[src/rtl/alu_ctrl_pkg.sv]
// Shared encodings for the EX-stage ALU control decoder and its multiply/divide unit.
package alu_ctrl_pkg;

  localparam logic [5:0] F_SLL   = 6'b000000;
  localparam logic [5:0] F_SRL   = 6'b000010;
  localparam logic [5:0] F_SRA   = 6'b000011;
  localparam logic [5:0] F_SLLV  = 6'b000100;
  localparam logic [5:0] F_SRLV  = 6'b000110;
  localparam logic [5:0] F_SRAV  = 6'b000111;
  localparam logic [5:0] F_MFHI  = 6'b010000;
  localparam logic [5:0] F_MTHI  = 6'b010001;
  localparam logic [5:0] F_MFLO  = 6'b010010;
  localparam logic [5:0] F_MTLO  = 6'b010011;
  localparam logic [5:0] F_MULT  = 6'b011000;
  localparam logic [5:0] F_MULTU = 6'b011001;
  localparam logic [5:0] F_DIV   = 6'b011010;
  localparam logic [5:0] F_DIVU  = 6'b011011;
  localparam logic [5:0] F_ADD   = 6'b100000;
  localparam logic [5:0] F_ADDU  = 6'b100001;
  localparam logic [5:0] F_SUB   = 6'b100010;
  localparam logic [5:0] F_SUBU  = 6'b100011;
  localparam logic [5:0] F_AND   = 6'b100100;
  localparam logic [5:0] F_OR    = 6'b100101;
  localparam logic [5:0] F_XOR   = 6'b100110;
  localparam logic [5:0] F_NOR   = 6'b100111;
  localparam logic [5:0] F_SLT   = 6'b101010;

  localparam logic [5:0] OP_ADDI  = 6'b001000;
  localparam logic [5:0] OP_ADDIU = 6'b001001;
  localparam logic [5:0] OP_SLTI  = 6'b001010;
  localparam logic [5:0] OP_ANDI  = 6'b001100;
  localparam logic [5:0] OP_ORI   = 6'b001101;
  localparam logic [5:0] OP_XORI  = 6'b001110;

  localparam logic [1:0] CLS_ADD   = 2'b00;
  localparam logic [1:0] CLS_SUB   = 2'b01;
  localparam logic [1:0] CLS_RTYPE = 2'b10;
  localparam logic [1:0] CLS_ITYPE = 2'b11;

  localparam logic [3:0] ALU_AND     = 4'b0000;
  localparam logic [3:0] ALU_OR      = 4'b0001;
  localparam logic [3:0] ALU_ADD     = 4'b0010;
  localparam logic [3:0] ALU_SLL     = 4'b0011;
  localparam logic [3:0] ALU_SRL     = 4'b0100;
  localparam logic [3:0] ALU_SRA     = 4'b0101;
  localparam logic [3:0] ALU_SUB     = 4'b0110;
  localparam logic [3:0] ALU_SLT     = 4'b0111;
  localparam logic [3:0] ALU_NOR     = 4'b1100;
  localparam logic [3:0] ALU_XOR     = 4'b1101;
  localparam logic [3:0] ALU_ILLEGAL = 4'b1111;

  localparam logic [1:0] RES_ALU = 2'b00;
  localparam logic [1:0] RES_HI  = 2'b01;
  localparam logic [1:0] RES_LO  = 2'b10;

  typedef enum logic [1:0] {
    ST_IDLE = 2'b00,
    ST_RUN  = 2'b01,
    ST_FIX  = 2'b10
  } mdu_state_e;

  // Matches funct[1:0] of MULT/MULTU/DIV/DIVU.
  typedef enum logic [1:0] {
    MDU_MULT  = 2'b00,
    MDU_MULTU = 2'b01,
    MDU_DIV   = 2'b10,
    MDU_DIVU  = 2'b11
  } mdu_op_e;

endpackage

[src/rtl/mdu_iter.sv]
// Iterative multiply/divide datapath: one shift-add or restoring-subtract step per cycle,
// sign fix-up applied combinationally on the final accumulator.
module mdu_iter
  import alu_ctrl_pkg::*;
#(
  parameter int NBITS = 32
) (
  input  logic             clk_i,
  input  logic             reset_i,
  input  logic             start_i,
  input  mdu_op_e          op_i,
  input  logic [NBITS-1:0] rs_i,
  input  logic [NBITS-1:0] rt_i,
  input  logic             step_i,
  output logic             last_o,
  output logic [NBITS-1:0] hi_o,
  output logic [NBITS-1:0] lo_o
);
  localparam int CW = $clog2(NBITS);
  localparam logic [CW-1:0] LAST = CW'(NBITS - 1);

  logic [2*NBITS-1:0] acc_q, acc_d;
  logic [NBITS-1:0]   a_q, a_d;
  logic [CW-1:0]      cnt_q, cnt_d;
  logic div_q, div_d, neg_q, neg_d, neg_rem_q, neg_rem_d, dz_q, dz_d;

  logic               signed_s, is_div_s, rs_neg_s, rt_neg_s, dz_s;
  logic [NBITS-1:0]   rs_mag_s, rt_mag_s;
  logic [NBITS:0]     sum_s, rem_sh_s, diff_s;
  logic [2*NBITS-1:0] prod_s;

  assign signed_s = (op_i == MDU_MULT) || (op_i == MDU_DIV);
  assign is_div_s = (op_i == MDU_DIV) || (op_i == MDU_DIVU);
  assign rs_neg_s = signed_s && rs_i[NBITS-1];
  assign rt_neg_s = signed_s && rt_i[NBITS-1];
  assign rs_mag_s = rs_neg_s ? -rs_i : rs_i;
  assign rt_mag_s = rt_neg_s ? -rt_i : rt_i;
  assign dz_s     = is_div_s && (rt_i == {NBITS{1'b0}});

  // acc holds {partial product, multiplier} for mult and {remainder, quotient} for div.
  assign sum_s    = {1'b0, acc_q[2*NBITS-1:NBITS]} + (acc_q[0] ? {1'b0, a_q} : {(NBITS+1){1'b0}});
  assign rem_sh_s = {acc_q[2*NBITS-1:NBITS], acc_q[NBITS-1]};
  assign diff_s   = rem_sh_s - {1'b0, a_q};

  // Next-state of the iterative datapath.
  always_comb begin
    acc_d     = acc_q;
    a_d       = a_q;
    cnt_d     = cnt_q;
    div_d     = div_q;
    neg_d     = neg_q;
    neg_rem_d = neg_rem_q;
    dz_d      = dz_q;
    if (start_i) begin
      a_d       = rt_mag_s;
      acc_d     = {{NBITS{1'b0}}, (dz_s ? rs_i : rs_mag_s)};
      cnt_d     = {CW{1'b0}};
      div_d     = is_div_s;
      neg_d     = rs_neg_s ^ rt_neg_s;
      neg_rem_d = rs_neg_s;
      dz_d      = dz_s;
    end else if (step_i) begin
      cnt_d = cnt_q + CW'(1);
      if (div_q) begin
        if (!diff_s[NBITS]) begin
          acc_d = {diff_s[NBITS-1:0], acc_q[NBITS-2:0], 1'b1};
        end else begin
          acc_d = {rem_sh_s[NBITS-1:0], acc_q[NBITS-2:0], 1'b0};
        end
      end else begin
        acc_d = {sum_s, acc_q[NBITS-1:1]};
      end
    end else begin
      acc_d = acc_q;
    end
  end

  // Datapath registers.
  always_ff @(posedge clk_i) begin
    if (reset_i) begin
      acc_q     <= {(2*NBITS){1'b0}};
      a_q       <= {NBITS{1'b0}};
      cnt_q     <= {CW{1'b0}};
      div_q     <= 1'b0;
      neg_q     <= 1'b0;
      neg_rem_q <= 1'b0;
      dz_q      <= 1'b0;
    end else begin
      acc_q     <= acc_d;
      a_q       <= a_d;
      cnt_q     <= cnt_d;
      div_q     <= div_d;
      neg_q     <= neg_d;
      neg_rem_q <= neg_rem_d;
      dz_q      <= dz_d;
    end
  end

  assign last_o = (cnt_q == LAST);
  assign prod_s = neg_q ? -acc_q : acc_q;

  // Sign-corrected results, valid while the top-level FSM sits in FIX.
  always_comb begin
    if (dz_q) begin
      hi_o = acc_q[NBITS-1:0];
      lo_o = {NBITS{1'b1}};
    end else if (div_q) begin
      lo_o = neg_q ? -acc_q[NBITS-1:0] : acc_q[NBITS-1:0];
      hi_o = neg_rem_q ? -acc_q[2*NBITS-1:NBITS] : acc_q[2*NBITS-1:NBITS];
    end else begin
      hi_o = prod_s[2*NBITS-1:NBITS];
      lo_o = prod_s[NBITS-1:0];
    end
  end

endmodule

[src/rtl/alu_control_mdu.sv]
// EX-stage ALU control decoder with HI/LO registers and the multiply/divide sequencer.
module alu_control_mdu
  import alu_ctrl_pkg::*;
#(
  parameter int NBITS        = 32,
  parameter int ANBITS       = 6,
  parameter int NBITSCONTROL = 2,
  parameter int ALUOP        = 4
) (
  input  logic                    i_clk,
  input  logic                    i_reset,
  input  logic                    i_valid,
  input  logic [NBITSCONTROL-1:0] i_ALUOp,
  input  logic [ANBITS-1:0]       i_Funct,
  input  logic [ANBITS-1:0]       i_Opcode,
  input  logic [NBITS-1:0]        i_rs_data,
  input  logic [NBITS-1:0]        i_rt_data,
  output logic [ALUOP-1:0]        o_ALUOp,
  output logic                    o_Shamt,
  output logic                    o_illegal,
  output logic [1:0]              o_res_sel,
  output logic                    o_busy,
  output logic [NBITS-1:0]        o_hi,
  output logic [NBITS-1:0]        o_lo
);
  mdu_state_e       state_q;
  logic [NBITS-1:0] hi_q, lo_q;
  logic             mthi_s, mtlo_s, muldiv_s, accept_s, mdu_last_s;
  logic [NBITS-1:0] mdu_hi_s, mdu_lo_s;

  // Instruction decode.
  always_comb begin
    o_ALUOp   = ALU_ILLEGAL;
    o_illegal = 1'b1;
    o_Shamt   = 1'b0;
    o_res_sel = RES_ALU;
    mthi_s    = 1'b0;
    mtlo_s    = 1'b0;
    muldiv_s  = 1'b0;
    case (i_ALUOp)
      CLS_ADD: begin o_ALUOp = ALU_ADD; o_illegal = 1'b0; end
      CLS_SUB: begin o_ALUOp = ALU_SUB; o_illegal = 1'b0; end
      CLS_RTYPE: begin
        o_illegal = 1'b0;
        case (i_Funct)
          F_ADD, F_ADDU:  o_ALUOp = ALU_ADD;
          F_SUB, F_SUBU:  o_ALUOp = ALU_SUB;
          F_AND:          o_ALUOp = ALU_AND;
          F_OR:           o_ALUOp = ALU_OR;
          F_NOR:          o_ALUOp = ALU_NOR;
          F_XOR:          o_ALUOp = ALU_XOR;
          F_SLT:          o_ALUOp = ALU_SLT;
          F_SLL:          begin o_ALUOp = ALU_SLL; o_Shamt = 1'b1; end
          F_SRL:          begin o_ALUOp = ALU_SRL; o_Shamt = 1'b1; end
          F_SRA:          begin o_ALUOp = ALU_SRA; o_Shamt = 1'b1; end
          F_SLLV:         o_ALUOp = ALU_SLL;
          F_SRLV:         o_ALUOp = ALU_SRL;
          F_SRAV:         o_ALUOp = ALU_SRA;
          F_MFHI:         begin o_ALUOp = ALU_ADD; o_res_sel = RES_HI; end
          F_MFLO:         begin o_ALUOp = ALU_ADD; o_res_sel = RES_LO; end
          F_MTHI:         begin o_ALUOp = ALU_ADD; mthi_s = 1'b1; end
          F_MTLO:         begin o_ALUOp = ALU_ADD; mtlo_s = 1'b1; end
          F_MULT, F_MULTU, F_DIV, F_DIVU: begin o_ALUOp = ALU_ADD; muldiv_s = 1'b1; end
          default:        begin o_ALUOp = ALU_ILLEGAL; o_illegal = 1'b1; end
        endcase
      end
      CLS_ITYPE: begin
        o_illegal = 1'b0;
        case (i_Opcode)
          OP_SLTI:            o_ALUOp = ALU_SLT;
          OP_ANDI:            o_ALUOp = ALU_AND;
          OP_ORI:             o_ALUOp = ALU_OR;
          OP_XORI:            o_ALUOp = ALU_XOR;
          OP_ADDI, OP_ADDIU:  o_ALUOp = ALU_ADD;
          default:            begin o_ALUOp = ALU_ILLEGAL; o_illegal = 1'b1; end
        endcase
      end
      default: begin o_ALUOp = ALU_ILLEGAL; o_illegal = 1'b1; end
    endcase
  end

  assign accept_s = i_valid && (state_q == ST_IDLE) && (i_ALUOp == CLS_RTYPE);

  mdu_iter #(.NBITS(NBITS)) u_mdu (
    .clk_i   (i_clk),
    .reset_i (i_reset),
    .start_i (accept_s && muldiv_s),
    .op_i    (mdu_op_e'(i_Funct[1:0])),
    .rs_i    (i_rs_data),
    .rt_i    (i_rt_data),
    .step_i  (state_q == ST_RUN),
    .last_o  (mdu_last_s),
    .hi_o    (mdu_hi_s),
    .lo_o    (mdu_lo_s)
  );

  // Sequencer FSM and HI/LO registers; divide by zero skips RUN entirely.
  always_ff @(posedge i_clk) begin
    if (i_reset) begin
      state_q <= ST_IDLE;
      hi_q    <= {NBITS{1'b0}};
      lo_q    <= {NBITS{1'b0}};
    end else begin
      case (state_q)
        ST_IDLE: begin
          if (accept_s && mthi_s) begin
            hi_q <= i_rs_data;
          end else if (accept_s && mtlo_s) begin
            lo_q <= i_rs_data;
          end else if (accept_s && muldiv_s) begin
            state_q <= (i_Funct[1] && (i_rt_data == {NBITS{1'b0}})) ? ST_FIX : ST_RUN;
          end
        end
        ST_RUN: begin
          if (mdu_last_s) state_q <= ST_FIX;
        end
        ST_FIX: begin
          hi_q    <= mdu_hi_s;
          lo_q    <= mdu_lo_s;
          state_q <= ST_IDLE;
        end
        default: state_q <= ST_IDLE;
      endcase
    end
  end

  assign o_busy = (state_q != ST_IDLE);
  assign o_hi   = hi_q;
  assign o_lo   = lo_q;

endmodule
[config.mk]
export PLATFORM = sky130hd
export DESIGN_NAME = alu_control_mdu
export DESIGN_NICKNAME = d
export VERILOG_FILES = /design/src/rtl/alu_ctrl_pkg.sv /design/src/rtl/mdu_iter.sv /design/src/rtl/alu_control_mdu.sv
export SDC_FILE = /design/constraint.sdc
export NUM_CORES = 1
export LEC_CHECK = 0
export ABC_CLOCK_PERIOD_IN_PS = 3900
export CORE_MARGIN = 2
export CORE_UTILIZATION = 56
export DETAILED_ROUTE_END_ITERATION = 7
export PLACE_DENSITY = 0.79
export SLEW_MARGIN = 20
export SYNTH_ARGS = -nofsm -noshare
export SYNTH_HDL_FRONTEND = slang
export SYNTH_HIERARCHICAL = 1
export SYNTH_SLANG_ARGS = --single-unit
[constraint.sdc]
create_clock -name i_clk -period 3.9 [get_ports i_clk]
set_input_delay 0.585 -clock i_clk [delete_from_list [all_inputs] [get_ports i_clk]]
set_output_delay 0.585 -clock i_clk [all_outputs]
set_load 0.005 [all_outputs]
==> results of run 1 <==
-- routing by layer --
layer | part of all wire, % | vias to the layer above | global-route usage (%)
li1 | - | 7763 | -
met1 | 44 | 7643 | 51.2
met2 | 42 | 949 | 54.6
met3 | 10 | 131 | 6.44
met4 | 3.8 | 2 | 14.6
met5 | 0.021 | - | 0
-- cells by family (layout without fill, tap and decap cells) --
| group | count (synthesis) | count (layout) |
|---|---|---|
| xor gates and xnor gates | 169 | 169 |
| DFF | 171 | 171 |
| muxes | 65 | 65 |
| adders and majority gates | 72 | 72 |
| AOI/OAI and AO/OA | 576 | 576 |
| and+or+nand+nor | 815 | 815 |
| buffers and inverters | 210 | 330 |
-- cell usage in the layout (no fill, tap or decap), types with 15 or more instances in the layout --
cell type	instances
sky130_fd_sc_hd__nor2_1	279
sky130_fd_sc_hd__nand2_1	224
sky130_fd_sc_hd__dfxtp_1	170
sky130_fd_sc_hd__clkdlybuf4s50_1	152
sky130_fd_sc_hd__a21oi_1	125
sky130_fd_sc_hd__o21ai_0	124
sky130_fd_sc_hd__xor2_1	98
sky130_fd_sc_hd__a211oi_1	83
sky130_fd_sc_hd__buf_4	82
sky130_fd_sc_hd__nor3_1	72
sky130_fd_sc_hd__xnor2_1	71
sky130_fd_sc_hd__ha_1	70
sky130_fd_sc_hd__inv_1	60
sky130_fd_sc_hd__nor4_1	48
sky130_fd_sc_hd__mux2i_1	48
sky130_fd_sc_hd__a311oi_1	42
sky130_fd_sc_hd__a31oi_1	29
sky130_fd_sc_hd__o31ai_1	26
sky130_fd_sc_hd__nand3_1	26
sky130_fd_sc_hd__a21o_1	23
sky130_fd_sc_hd__or3_1	23
sky130_fd_sc_hd__and3_1	19
sky130_fd_sc_hd__clkbuf_16	17
sky130_fd_sc_hd__mux2_2	17
sky130_fd_sc_hd__and2_1	15
-- worst max-delay path by stage --
stage	startpoint	end	slack [ns]	cells after the start
5_1_grt	u_mdu/acc_q[31]$_SDFFE_PP0P_	u_mdu/acc_q[58]$_SDFFE_PP0P_	0.09	13
3_5_place_dp	i_rs_data[13]	u_mdu/acc_q[26]$_SDFFE_PP0P_	0.21	9
3_3_place_gp	i_rs_data[13]	u_mdu/acc_q[30]$_SDFFE_PP0P_	0.22	8
6_report	u_mdu/acc_q[31]$_SDFFE_PP0P_	u_mdu/acc_q[58]$_SDFFE_PP0P_	0.21	13
4_1_cts	u_mdu/acc_q[31]$_SDFFE_PP0P_	u_mdu/acc_q[58]$_SDFFE_PP0P_	0.32	13
2_1_floorplan	u_mdu/acc_q[0]$_SDFFE_PP0P_	u_mdu/acc_q[59]$_SDFFE_PP0P_	0.60	14
-- power breakdown --
group | total (mW) | leakage, nW | switching (mW) | internal, mW
sequential | 1.76 | 1.38 | 0.0105 | 1.75
clock | 1.82 | 0.285 | 0.847 | 0.974
combinational | 0.741 | 5.21 | 0.429 | 0.312
-- registers in the layout (all words and copies together), names as in the netlist --
register,count
o_hi,32
o_lo,32
state_q,2
u_mdu/a_q,32
u_mdu/acc_q,64
u_mdu/cnt_q,5
u_mdu/div_q,1
u_mdu/dz_q,1
u_mdu/neg_q,1
u_mdu/neg_rem_q,1
-- layout make-up --
cell class	count	area (sq um)	area share (%)
Clock inverter	14	185	1.05
Inverter	62	233	1.32
Tap cell	341	427	2.42
Clock buffer	17	425	2.41
Sequential cell	171	3420	19.4
Timing Repair Buffer	237	2200	12.4
Multi-Input combinational cell	1697	10800	61.0
-- through the flow --
stage	cell area [sq um]	hold slack [ns]
5_1_grt	17700	0.509
3_5_place_dp	17000	0.483
3_3_place_gp	17000	0.476
4_1_cts	17700	0.494
2_1_floorplan	15100	0.460
6_report	17700	0.487
-- worst max-delay path: stages (launching register included) --
cell	delay, ns
sky130_fd_sc_hd__dfxtp_1	0.33
sky130_fd_sc_hd__inv_1	0.09
sky130_fd_sc_hd__ha_1	0.25
sky130_fd_sc_hd__fa_1	0.39
sky130_fd_sc_hd__nand2b_1	0.20
sky130_fd_sc_hd__a21oi_1	0.23
sky130_fd_sc_hd__o211ai_1	0.20
sky130_fd_sc_hd__a21oi_1	0.32
sky130_fd_sc_hd__nor4b_1	0.15
sky130_fd_sc_hd__or4b_1	0.52
sky130_fd_sc_hd__buf_4	0.24
sky130_fd_sc_hd__and2_0	0.18
sky130_fd_sc_hd__a311oi_1	0.34
sky130_fd_sc_hd__a211oi_1	0.10
==> impl_summary.txt, run 1 <==
----------------------------------------------------
[Status]
  Outcome ... finished, final reports clean

[Detailed routing]
  DR WL/cell ... 20.5 um
  Drt first-iter violations ... 1891
  Vias ... 16488
  Number of routed nets with antenna violations ... 0
  Number of remaining DRC errors ... 0
  Via density per instance ... 6.49
  TritonRoute pass-1 iters ... 6
  Total Wirelength ... 52200 um

[Synth]
  Adder and majority cell fraction of the synthesized area ... 6.09%
  Syn Area/Cell ... 7.24 sq um
  Synth top area share ... 22.7%
  Netlist cell types ... 89
  Mapped Area ... 0.0151 sq mm
  Share of the yosys chip area belonging to registers ... 22.7%
  Synth Instances ... 2078
  Dominant combinational cell family by area after synthesis ... simple AND/OR/NAND/NOR gates
  Post-synthesis net count ... 2231
  Fraction of the mapped netlist area in compound gates ... 25.2%
  Mux share of post-synthesis cell area ... 4.46%
  Flop and latch count out of synthesis ... 171
  Most instantiated library cell after synthesis ... sky130_fd_sc_hd__nor2_1
  XOR/XNOR Fraction of Synth Area ... 9.83%
  Simple logic cell fraction of the synthesized area ... 25.6%
  Ranking of synthesized cells by area ... sky130_fd_sc_hd__dfxtp_1 23%, sky130_fd_sc_hd__nor2_1 7.0%, sky130_fd_sc_hd__ha_1 5.8%
  Most used standard cells in the synthesized netlist ... 280 x sky130_fd_sc_hd__nor2_1, 224 x sky130_fd_sc_hd__nand2_1, 171 x sky130_fd_sc_hd__dfxtp_1
  Number of synthesis warnings ... 6
  Main synth FF type ... sky130_fd_sc_hd__dfxtp_1
  Library cell with the largest summed area after synthesis ... sky130_fd_sc_hd__dfxtp_1
  Number of flops mapped to enable cells by yosys ... 0
  Share of async-settable or async-resettable flops after synthesis ... 0%

[Clock network]
  Root Buffer Master ... sky130_fd_sc_hd__clkbuf_16
  Sinks on the clock net ... 171
  Number of CTS-inserted buffers ... 17
  Clock slew at the register clock pins of the worst setup and hold paths ... 0.07 ns
  Post-CTS Setup Bufs ... 0
  CTS Hold Buffers Added ... 0
  Maximum clock insertion buffer count ... 2
  Resize count post-CTS ... 0
  Number of H-tree branching levels ... 4
  Source-to-sink clock delay at the later pin of the worst-skew pair ... 0.44 ns
  CTS tree ... yes

[Critical path]
  Worst EP required ... 4.20 ns
  Startpoint-to-endpoint class of the critical path ... reg -> reg
  R2R Path Start ... u_mdu/acc_q[31]$_SDFFE_PP0P_
  Setup slack, reg-to-reg ... 0.21 ns
  Destination of the worst register-to-register timing path ... u_mdu/acc_q[58]$_SDFFE_PP0P_
  Worst Setup Start Kind ... flip-flop
  Worst r2r path cells ... 13
  Critical Path Sink Type ... flip-flop
  WP data arrival ... 3.99 ns
  CP max FO ... 19

[Placed design]
  Final weighted congestion in routability-driven placement ... 0.992
  Post-DP HPWL ... 38600 um
  Port-buffer cells ... 153
  Dpl cells ... 2508
  Setup WS pre-CTS ... 0.213 ns

[Global routing]
  Antenna violations before repair ... 1
  First-pass GRT wire length ... 82000 um
  Maximum number of pins on one net before global-route repair ... 89
  Total gr overflow ... 0
  Gr usage total ... 36.2%
  Via count of the first global-routing pass ... 15029

[Timing]
  Slew at the pin closest to its max-slew limit ... 1.17 ns
  Max Transition Viols Final ... 0
  Minimum clock period ... 3.69 ns
  Final setup violating endpoints ... 0
  Final clock period utilization by the worst path ... 94.6%
  Worst clock skew ... 0.0172 ns
  Relative slew slack ... 21.8%
  Setup repair after global routing missed its margin ... no
  Achievable frequency ... 0.271 GHz
  Post-route worst setup slack ... 0.209 ns
  Summed negative setup slack over all endpoints ... 0 ns
  Hold Violations, Final ... 0

[Hold path]
  Type of the worst min-delay path ... reg -> reg
  Endpoint, Worst Hold ... u_mdu/a_q[23]$_SDFFE_PP0P_
  Depth of the worst hold-timing path ... 2
  Launch instance of the worst min-delay path ... u_mdu/a_q[23]$_SDFFE_PP0P_

[Power]
  Power Density ... 245 mW/mm^2
  P_leak ... 6.87 nW
  Power, Total ... 4.32 mW
  VDD IR max ... 0.000226 V

[Run]
  Count of max-cap constraint violations ... 0

[Die]
  Die area ... 0.0282 sq mm
  Core area ... 0.0267 sq mm
  Cell Rows ... 60
  Vert. Die Dim ... 168 um
  Number of top-level design ports ... 154
  Horizontal die dimension ... 168 um
  Effective utilization at floorplan ... 56.5%

[Finish]
  Core Util, Final ... 66.2%
  Synth-to-layout area growth ... 17.3%
  Final Net Count ... 2339
  Final Non-Filler Cells ... 2539
  Number of antenna diodes ... 0
  Filler cell count ... 2386
  Fraction of layout instances using a drive strength above 1 ... 8.05%

----------------------------------------------------
Note: power is estimated with default switching activity, not from simulation.
==> inputs of run 2 (changes only) <==
Settings changed: SKIP_LAST_GASP from default to 1.
==> results of run 2 <==
The final DEF is identical to that of run 1; final timing and power are the same.
